--- config.mk ---
export PLATFORM = sky130hd
export DESIGN_NAME = rgb_breath_sequencer
export DESIGN_NICKNAME = d
export VERILOG_FILES = /design/src/rtl/breath_pkg.sv /design/src/rtl/breath_pwm_timebase.sv /design/src/rtl/rgb_breath_sequencer.sv
export SDC_FILE = /design/constraint.sdc
export NUM_CORES = 1
export LEC_CHECK = 0
export ABC_AREA = 1
export CAP_MARGIN = 20
export CELL_PAD_IN_SITES_DETAIL_PLACEMENT = 1
export CELL_PAD_IN_SITES_GLOBAL_PLACEMENT = 2
export CORE_UTILIZATION = 35
export CTS_CLUSTER_SIZE = 20
export DETAILED_ROUTE_END_ITERATION = 7
export DONT_BUFFER_PORTS = 1
export PLACE_DENSITY_LB_ADDON = 0.25
export SLEW_MARGIN = 0
export SYNTH_ARGS = -nofsm -noshare
export SYNTH_HDL_FRONTEND = slang
export SYNTH_SLANG_ARGS = --single-unit
--- constraint.sdc ---
create_clock -name clk -period 4 [get_ports clk]
set_input_delay 0.6 -clock clk [delete_from_list [all_inputs] [get_ports clk]]
set_output_delay 0.6 -clock clk [all_outputs]
set_load 0.01 [all_outputs]
--- src/rtl/breath_pkg.sv ---
// Shared state codes, channel codes and channel rotation for the breathing sequencer.
// Define BREATH_WHITE_EN to add the white channel (all pins together) to the rotation.
package breath_pkg;

    typedef enum logic [1:0] {
        IDLE      = 2'd0,
        RAMP_UP   = 2'd1,
        RAMP_DOWN = 2'd2
    } breath_state_e;

    localparam logic [1:0] CH_R = 2'd0;
    localparam logic [1:0] CH_G = 2'd1;
    localparam logic [1:0] CH_B = 2'd2;
    localparam logic [1:0] CH_W = 2'd3;

`ifdef BREATH_WHITE_EN
    localparam int NUM_CH = 4;
`else
    localparam int NUM_CH = 3;
`endif

    localparam logic [1:0] CH_LAST = 2'(NUM_CH - 1);

    function automatic logic [1:0] next_channel(input logic [1:0] ch);
        if (ch == CH_LAST) begin
            return CH_R;
        end else begin
            return ch + 2'd1;
        end
    endfunction

endpackage

--- src/rtl/breath_pwm_timebase.sv ---
// Shared PWM timebase: clock prescaler feeding a PWM period counter.
// Held at zero while the sequencer is idle so every run starts on a period boundary.
module breath_pwm_timebase #(
    parameter int CLK_DIV   = 100,
    parameter int PWM_STEPS = 1000,
    localparam int CNT_W    = $clog2(PWM_STEPS)
) (
    input  logic             clk,
    input  logic             rst,
    input  logic             clear,
    output logic             tick,
    output logic [CNT_W-1:0] pwm_cnt,
    output logic             period_end
);

    localparam int PS_W = $clog2(CLK_DIV);
    localparam logic [PS_W-1:0]  PS_MAX  = PS_W'(CLK_DIV - 1);
    localparam logic [CNT_W-1:0] CNT_MAX = CNT_W'(PWM_STEPS - 1);

    logic [PS_W-1:0] prescaler;

    assign tick       = (prescaler == PS_MAX);
    assign period_end = tick && (pwm_cnt == CNT_MAX);

    // Prescaler and PWM counter, both wrapping at their moduli.
    always_ff @(posedge clk or posedge rst) begin
        if (rst) begin
            prescaler <= '0;
            pwm_cnt   <= '0;
        end else if (clear) begin
            prescaler <= '0;
            pwm_cnt   <= '0;
        end else begin
            prescaler <= tick ? '0 : prescaler + PS_W'(1);
            if (tick) begin
                pwm_cnt <= (pwm_cnt == CNT_MAX) ? '0 : pwm_cnt + CNT_W'(1);
            end
        end
    end

endmodule

--- src/rtl/rgb_breath_sequencer.sv ---
// RGB breathing sequencer: one shared PWM and duty ramp, handed from channel to channel.
// Define BREATH_WHITE_EN to append a white step where all three pins breathe together.
module rgb_breath_sequencer import breath_pkg::*; #(
    parameter int CLK_DIV        = 100,
    parameter int PWM_STEPS      = 1000,
    parameter int BREATHS_PER_CH = 2,
    parameter int ACTIVE_LOW     = 1
) (
    input  logic       clk,
    input  logic       rst,
    input  logic       enable,
    input  logic       hold,
    output logic       led_r,
    output logic       led_g,
    output logic       led_b,
    output logic [1:0] active_ch,
    output logic       ramp_dn,
    output logic       cycle_done
);

    localparam int CNT_W = $clog2(PWM_STEPS);
    localparam int BC_W  = $clog2(BREATHS_PER_CH + 1);
    localparam logic [CNT_W-1:0] DUTY_MAX = CNT_W'(PWM_STEPS - 1);
    localparam logic [BC_W-1:0]  BC_LAST  = BC_W'(BREATHS_PER_CH - 1);
    localparam logic             OFF      = (ACTIVE_LOW != 0) ? 1'b1 : 1'b0;

    localparam logic [1:0] ST_IDLE      = 2'(IDLE);
    localparam logic [1:0] ST_RAMP_UP   = 2'(RAMP_UP);
    localparam logic [1:0] ST_RAMP_DOWN = 2'(RAMP_DOWN);

    logic [1:0]       state;
    logic [CNT_W-1:0] duty;
    logic [CNT_W-1:0] pwm_cnt;
    logic [BC_W-1:0]  breath_cnt;
    logic             tick;
    logic             period_end;
    logic             running;
    logic             step;
    logic             lit;
    logic             sel_r;
    logic             sel_g;
    logic             sel_b;

    assign running = enable && (state != ST_IDLE);
    assign step    = tick && period_end && !hold;
    assign lit     = running && (pwm_cnt < duty);

`ifdef BREATH_WHITE_EN
    assign sel_r = (active_ch == CH_R) || (active_ch == CH_W);
    assign sel_g = (active_ch == CH_G) || (active_ch == CH_W);
    assign sel_b = (active_ch == CH_B) || (active_ch == CH_W);
`else
    assign sel_r = (active_ch == CH_R);
    assign sel_g = (active_ch == CH_G);
    assign sel_b = (active_ch == CH_B);
`endif

    breath_pwm_timebase #(
        .CLK_DIV   (CLK_DIV),
        .PWM_STEPS (PWM_STEPS)
    ) u_timebase (
        .clk        (clk),
        .rst        (rst),
        .clear      (!running),
        .tick       (tick),
        .pwm_cnt    (pwm_cnt),
        .period_end (period_end)
    );

    // Breathing FSM: duty ramps once per PWM period, channel advances after the last breath.
    always_ff @(posedge clk or posedge rst) begin
        if (rst) begin
            state      <= ST_IDLE;
            duty       <= '0;
            breath_cnt <= '0;
            active_ch  <= CH_R;
            ramp_dn    <= 1'b0;
            cycle_done <= 1'b0;
        end else if (!enable) begin
            state      <= ST_IDLE;
            duty       <= '0;
            breath_cnt <= '0;
            active_ch  <= CH_R;
            ramp_dn    <= 1'b0;
            cycle_done <= 1'b0;
        end else begin
            cycle_done <= 1'b0;
            case (state)
                ST_IDLE: begin
                    if (!hold) begin
                        state <= ST_RAMP_UP;
                    end
                end
                ST_RAMP_UP: begin
                    if (step) begin
                        if (duty != DUTY_MAX) begin
                            duty <= duty + CNT_W'(1);
                        end else begin
                            state   <= ST_RAMP_DOWN;
                            ramp_dn <= 1'b1;
                        end
                    end
                end
                ST_RAMP_DOWN: begin
                    if (step) begin
                        if (duty != '0) begin
                            duty <= duty - CNT_W'(1);
                        end else begin
                            state   <= ST_RAMP_UP;
                            ramp_dn <= 1'b0;
                            if (breath_cnt != BC_LAST) begin
                                breath_cnt <= breath_cnt + BC_W'(1);
                            end else begin
                                breath_cnt <= '0;
                                active_ch  <= next_channel(active_ch);
                                cycle_done <= (next_channel(active_ch) == CH_R);
                            end
                        end
                    end
                end
                default: begin
                    state      <= ST_IDLE;
                    duty       <= '0;
                    breath_cnt <= '0;
                    active_ch  <= CH_R;
                    ramp_dn    <= 1'b0;
                end
            endcase
        end
    end

    // Pin drivers: comparator result registered onto the selected pin(s) only.
    always_ff @(posedge clk or posedge rst) begin
        if (rst) begin
            led_r <= OFF;
            led_g <= OFF;
            led_b <= OFF;
        end else begin
            led_r <= (lit && sel_r) ? ~OFF : OFF;
            led_g <= (lit && sel_g) ? ~OFF : OFF;
            led_b <= (lit && sel_b) ? ~OFF : OFF;
        end
    end

endmodule

-- Word level (Yosys, flattened, before mapping)
Index checks and enable logic that the tools add are counted.
W data, S select, Z words.
- add/sub/neg operators: 6
- magnitude comparators: 1
- reduce and logical (&&, ||, !) cells: 20
- equality and inequality tests: 19
- muxes and demuxes: 45
- operator list (operator ; count):
    $mux W10 ; 8
    $mux W2 ; 17
    $pmux W10 S3 ; 1
    $ne A3 B3 Y1 const B ; 8
    $add A10 B1 Y10 const B ; 2
    $reduce_and A5 Y1 ; 3
    $mux W7 ; 2
    $mux W1 ; 13
    $eq A10 B10 Y1 const B ; 1
    $lt A10 B10 Y1 ; 1
    $ne A10 B10 Y1 const B ; 1
    $reduce_bool A10 Y1 ; 1
    $sub A10 B1 Y10 const B ; 1
    $logic_and A1 B1 Y1 ; 8
    $pmux W2 S2 ; 2
    $add A7 B1 Y7 const B ; 1
    $eq A7 B7 Y1 const B ; 1
    $logic_not A2 Y1 ; 3
    $ne A2 B2 Y1 const B ; 3
    $pmux W2 S3 ; 1
    $add A2 B1 Y2 const B ; 2
    $eq A2 B1 Y1 const B ; 2
    $eq A2 B2 Y1 const B ; 2
    $reduce_and A4 Y1 ; 1
    other kinds (6) ; 6
- word-level logic and storage cells: 102
- output and inout bits: 7
- register bits: 38
- input port bits: 4

-- Logic depth before layout (Yosys ltp)
- depth after elaboration: 13
- mapped depth: 15
- gate-level depth less buffers: 14

-- Cells and area by module
Synthesis repeated with hierarchy kept, for this count alone.
- cells, all modules: 393
- area total of the unflattened synthesis: 2822.7 um^2
- by module, submodules not included (module ; sequential area each (um^2) ; cells each ; times used ; area each (um^2)):
    rgb_breath_sequencer ; 529.3 ; 257 ; 1 ; 1795.5
    breath_pwm_timebase ; 425.4 ; 136 ; 1 ; 1027.2

-- Worst setup path after synthesis
No wires, ideal clock.
- path kind: register to register
- start point: register state[0]
- end point: register duty[8]
- clock period less this slack: 2.001 ns
- stages on the path, launching flop included: 15
- required time: 3.883 ns
- setup time: 0.117 ns
- arrival time: 1.884 ns
- setup slack: 1.999 ns
- path buffers: 1
- path through: dfrtp_1 > inv_1 > ha_1 > buf_6 > nand2_1 > inv_1 > nor2_4 > ha_1 > o21bai_1 > nand3_1 > nand2_2 > nand2_1 > nand3b_1 > nand3_1 > nand2_1
- word-level cells in the longest chain between the ends: 3
- elaborated cells between the ends (all ways): 11
- those cells by class: 7 x eq/ne; 2 x mux; 2 x reduce/logical
- RTL lines (item ; line ; text):
    from (decl) ; rgb_breath_sequencer.sv:31 ; logic [1:0] state;
    from (signal assigned) ; rgb_breath_sequencer.sv:73 ; state <= ST_IDLE;
    from (signal assigned) ; rgb_breath_sequencer.sv:80 ; state <= ST_IDLE;
    from (signal assigned) ; rgb_breath_sequencer.sv:91 ; state <= ST_RAMP_UP;
    $eq A2 B2 Y1, or another cell as far along ; rgb_breath_sequencer.sv:88 ; case (state)
    $ne A3 B3 Y1 (no source line), or another cell as far along ; - ;
    $reduce_and A5 Y1 (no source line) / $mux W10 (equally long branches) ; - ;
    to (signal assigned) ; rgb_breath_sequencer.sv:97 ; duty <= duty + CNT_W'(1);
    to (signal assigned) ; rgb_breath_sequencer.sv:107 ; duty <= duty - CNT_W'(1);
    to (decl) ; rgb_breath_sequencer.sv:32 ; logic [CNT_W-1:0] duty;
Parallel ways exist; a longest one is shown, timed or not.
A chain may end at the register's enable or synchronous reset.

-- Worst setup path in the final report
Ends and elaborated chain as after synthesis.

==> out/metrics.cfg <==
[outcome]
outcome=complete, no violations

[yosys]
synth_cell_type_count=39
synth_nets=398
synth_top_area_share=0.3152
synth_flop_cell=dfrtp_1
synthCells=375
avgSynthCellArea_um2=7.410
synth_edf_count=0
synth-seq-cells=38
synth_top_cell_by_area=dfrtp_1
synth_area_leaders=dfrtp_1 (32%), nand2_1 (12%), ha_1 (8.6%), inv_1 (7.2%), nor2_1 (5.5%)
synthArstFlopShare=1.000
ys_seq_area_frac=0.3435
syn-cell-area_mm2=0.002779
yosysWarnings=0

[clocking]
cts_root_buf=clkbuf_8
htreeDepth=2
post_cts_buffers=0
cts_resized=0
cts.sink_count=38
clkSlewWorstSetupHoldPaths_ps=90
ctsHoldBuffers=0
cts_buffers=5
clk_latency_ps=290
clockBufferDepth=2
tritoncts=yes

[floorplan]
fp-row-count=32
boundaryPins=11
die_h_um=91.11
die_w_um=91.11
core_area_mm2=0.007687
start_util=0.3615
dieArea_mm2=0.008300

[timing]
rsz0062_at_grt=no
slew_headroom=0.4965
fin_crit_sh=0.6070
slew_violations=0
setup_tns_ps=0
tightest_slew_ps=755.3
fmax_mhz=411.8
fin_crit_ps=2428
hold_viol_final=0
finalSetupViolations=0
skew_ps=7.192

[worst_setup_path]
cp_max_fo=17
arrival_ps=2620
cp-end-kind=register
criticalPathCategory=register to register
critPathLaunchType=register
required_ps=4190

[drt]
wl_per_cell_um=14.53
antenna_left=0
dr.pass1.iters=4
routed_wl_mm=6.974
drt-initial-drc-count=51
vias_per_cell=4.971
drc_errors=0
vias=2386

[layout]
syn2layout_area_growth_pct=7.969
n_fill_cell=992
utilization=0.3903
stdcell_count=480
layout.nets=400
antennaDiodeCount=0
final_layout_size_suffix_gt1_frac=0.1270

[pwr]
total_power_mw=1.694
pwr-share-comb=0.452
seqPwrFrac=0.310
ir_drop_uv=428.9
clkPwrFrac=0.238
power.leakage_nw=1.437
power.density_mw_per_mm2=564.7
p_sw_frac=0.4441
internal_power_uw=941.8
power_switching_uw=752.5

[placed_design]
dpl.cell_count=472
portBuffers=0
dp_hpwl_mm=5.505
place.gp.congestion=0.8255

[worst_hold_path]
min_path_type=input port to asynchronous set/reset pin

[grt]
grt_pass1_vias=2556
grt_pass1_wl_mm=12.08
grt_max_degree=39
antenna_found_initial=0
grt_usage=0.1826
grt.overflow.total=0

[job]
drv_cap=0

[sequential cells by signal (all words and copies together) (netlist names)]
| register | flops |
|---|---|
| active_ch | 2 |
| led_g | 1 |
| breath_cnt | 2 |
| state | 2 |
| ramp_dn | 1 |
| duty | 10 |
| cycle_done | 1 |
| u_timebase.prescaler | 7 |
| led_b | 1 |
| u_timebase.pwm_cnt | 10 |
| led_r | 1 |
[power groups by stage]
stage | Combinational (mW) | Sequential (mW) | Clock [mW]
final | 0.766 | 0.525 | 0.404
after detailed placement | 0.776 | 0.533 | 0
after CTS | 0.781 | 0.525 | 0.416
after global placement | 0.761 | 0.531 | 0
after floorplan | 0.651 | 0.496 | 0
after global routing | 0.880 | 0.532 | 0.424
[worst max-delay path, stage by stage, from the launching register on]
cell	delay [ps]
dfrtp_1	420
inv_1	110
ha_1	660
nand2_1	120
inv_1	130
nor2_4	50
ha_1	170
o21bai_1	180
nand3_1	100
nand2_2	80
nand2_1	100
nand3b_1	80
nand3_1	90
nand2_1	40
[placed cells by master (no fill, tap or decap), types with 2 or more instances in the layout]
cell | synthesis | layout
nand2_1 | 90 | 90
inv_1 | 53 | 53
nor2_1 | 41 | 41
dfrtp_1 | 35 | 35
nand3_1 | 23 | 23
a21oi_1 | 19 | 19
ha_1 | 19 | 19
o21ai_1 | 10 | 10
nor2_4 | 9 | 9
nand2_2 | 9 | 9
o21ai_0 | 7 | 7
nand4_1 | 6 | 6
nor2_2 | 5 | 5
clkbuf_8 | 0 | 5
nor3_1 | 4 | 4
nand3b_1 | 4 | 4
xnor2_1 | 4 | 4
nand3_2 | 3 | 3
nand2_4 | 3 | 3
dfstp_2 | 3 | 3
inv_2 | 2 | 2
a211oi_1 | 2 | 2
o21ai_2 | 2 | 2
xor2_1 | 2 | 2
o21bai_1 | 2 | 2
bufinv_16 | 0 | 2
[metrics by stage]
| step | setup WS [ps] | cell area [um2] | hold slack, ps |
|---|---|---|---|
| 3_5_place_dp | 1566 | 2863 | 484.0 |
| 4_1_cts | 1534 | 3000 | 334.7 |
| 2_1_floorplan | 1999 | 2779 | 430.3 |
| 5_1_grt | 1317 | 3000 | 374.1 |
| 6_report | 1572 | 3000 | 318.4 |
| 3_3_place_gp | 1670 | 2863 | 463.0 |
[path summary, 6_finish.rpt]
path | start | to | slack (ps) | depth (start not counted)
max | state[0] | duty[8] | 1570 | 13
min in group clk | enable | state[1] | 440 | 2
min reg2reg | u_timebase.prescaler[0] | u_timebase.prescaler[0] | 480 | 1
max reg2reg | state[0] | duty[8] | 1570 | 13
min | rst | active_ch[0] | 320 | 2
max in group asynchronous | rst | led_b | 3310 | 2
[per-layer routing]
layer / share of wire / GRT usage / up-vias
met5: 0 / 0 / -
met4: 0.014 / 0.03968 / 0
met3: 0.014 / 0.02513 / 8
met2: 0.49 / 0.3289 / 15
met1: 0.48 / 0.2308 / 1162
li1: - / - / 1201
[Yosys cell counts, types with 2 or more instances]
| library cell | number |
|---|---|
| o21ai_1 | 10 |
| nor2_4 | 9 |
| inv_1 | 53 |
| nand3_2 | 3 |
| dfrtp_1 | 35 |
| xor2_1 | 2 |
| o21ai_0 | 7 |
| nand4_1 | 6 |
| xnor2_1 | 4 |
| nand2_4 | 3 |
| a21oi_1 | 19 |
| dfstp_2 | 3 |
| ha_1 | 19 |
| nand3_1 | 23 |
| nand2_1 | 90 |
| nor2_2 | 5 |
| nor2_1 | 41 |
| nand3b_1 | 4 |
| buf_2 | 2 |
| a211oi_1 | 2 |
| nand2_2 | 9 |
| inv_2 | 2 |
| o21ai_2 | 2 |
| nor3_1 | 4 |
| buf_6 | 3 |
| o21bai_1 | 2 |
[layout make-up]
class / instances / area (um2) / area share
tap: 102 / 127.6 / 0.04254
multi-input combinational: 276 / 1567 / 0.5221
clock inverter: 3 / 68.82 / 0.02294
inverter: 55 / 206.4 / 0.06881
sequential: 38 / 954.7 / 0.3182
timing repair buffer: 1 / 7.507 / 0.002502
clock buffer: 5 / 68.82 / 0.02294
[logic make-up (layout without fill, tap and decap cells)]
logic type,Yosys count,in the layout,share of synthesized area
adders and majority gates,19,19,0.08555
buffers and inverters,61,64,0.09275
xor gates and xnor gates,6,6,0.01891
DFF,38,38,0.3435
and+or+nand+nor,201,201,0.3516
AOI/OAI and AO/OA,50,50,0.1076
Note: power is estimated with default switching activity, not from simulation.
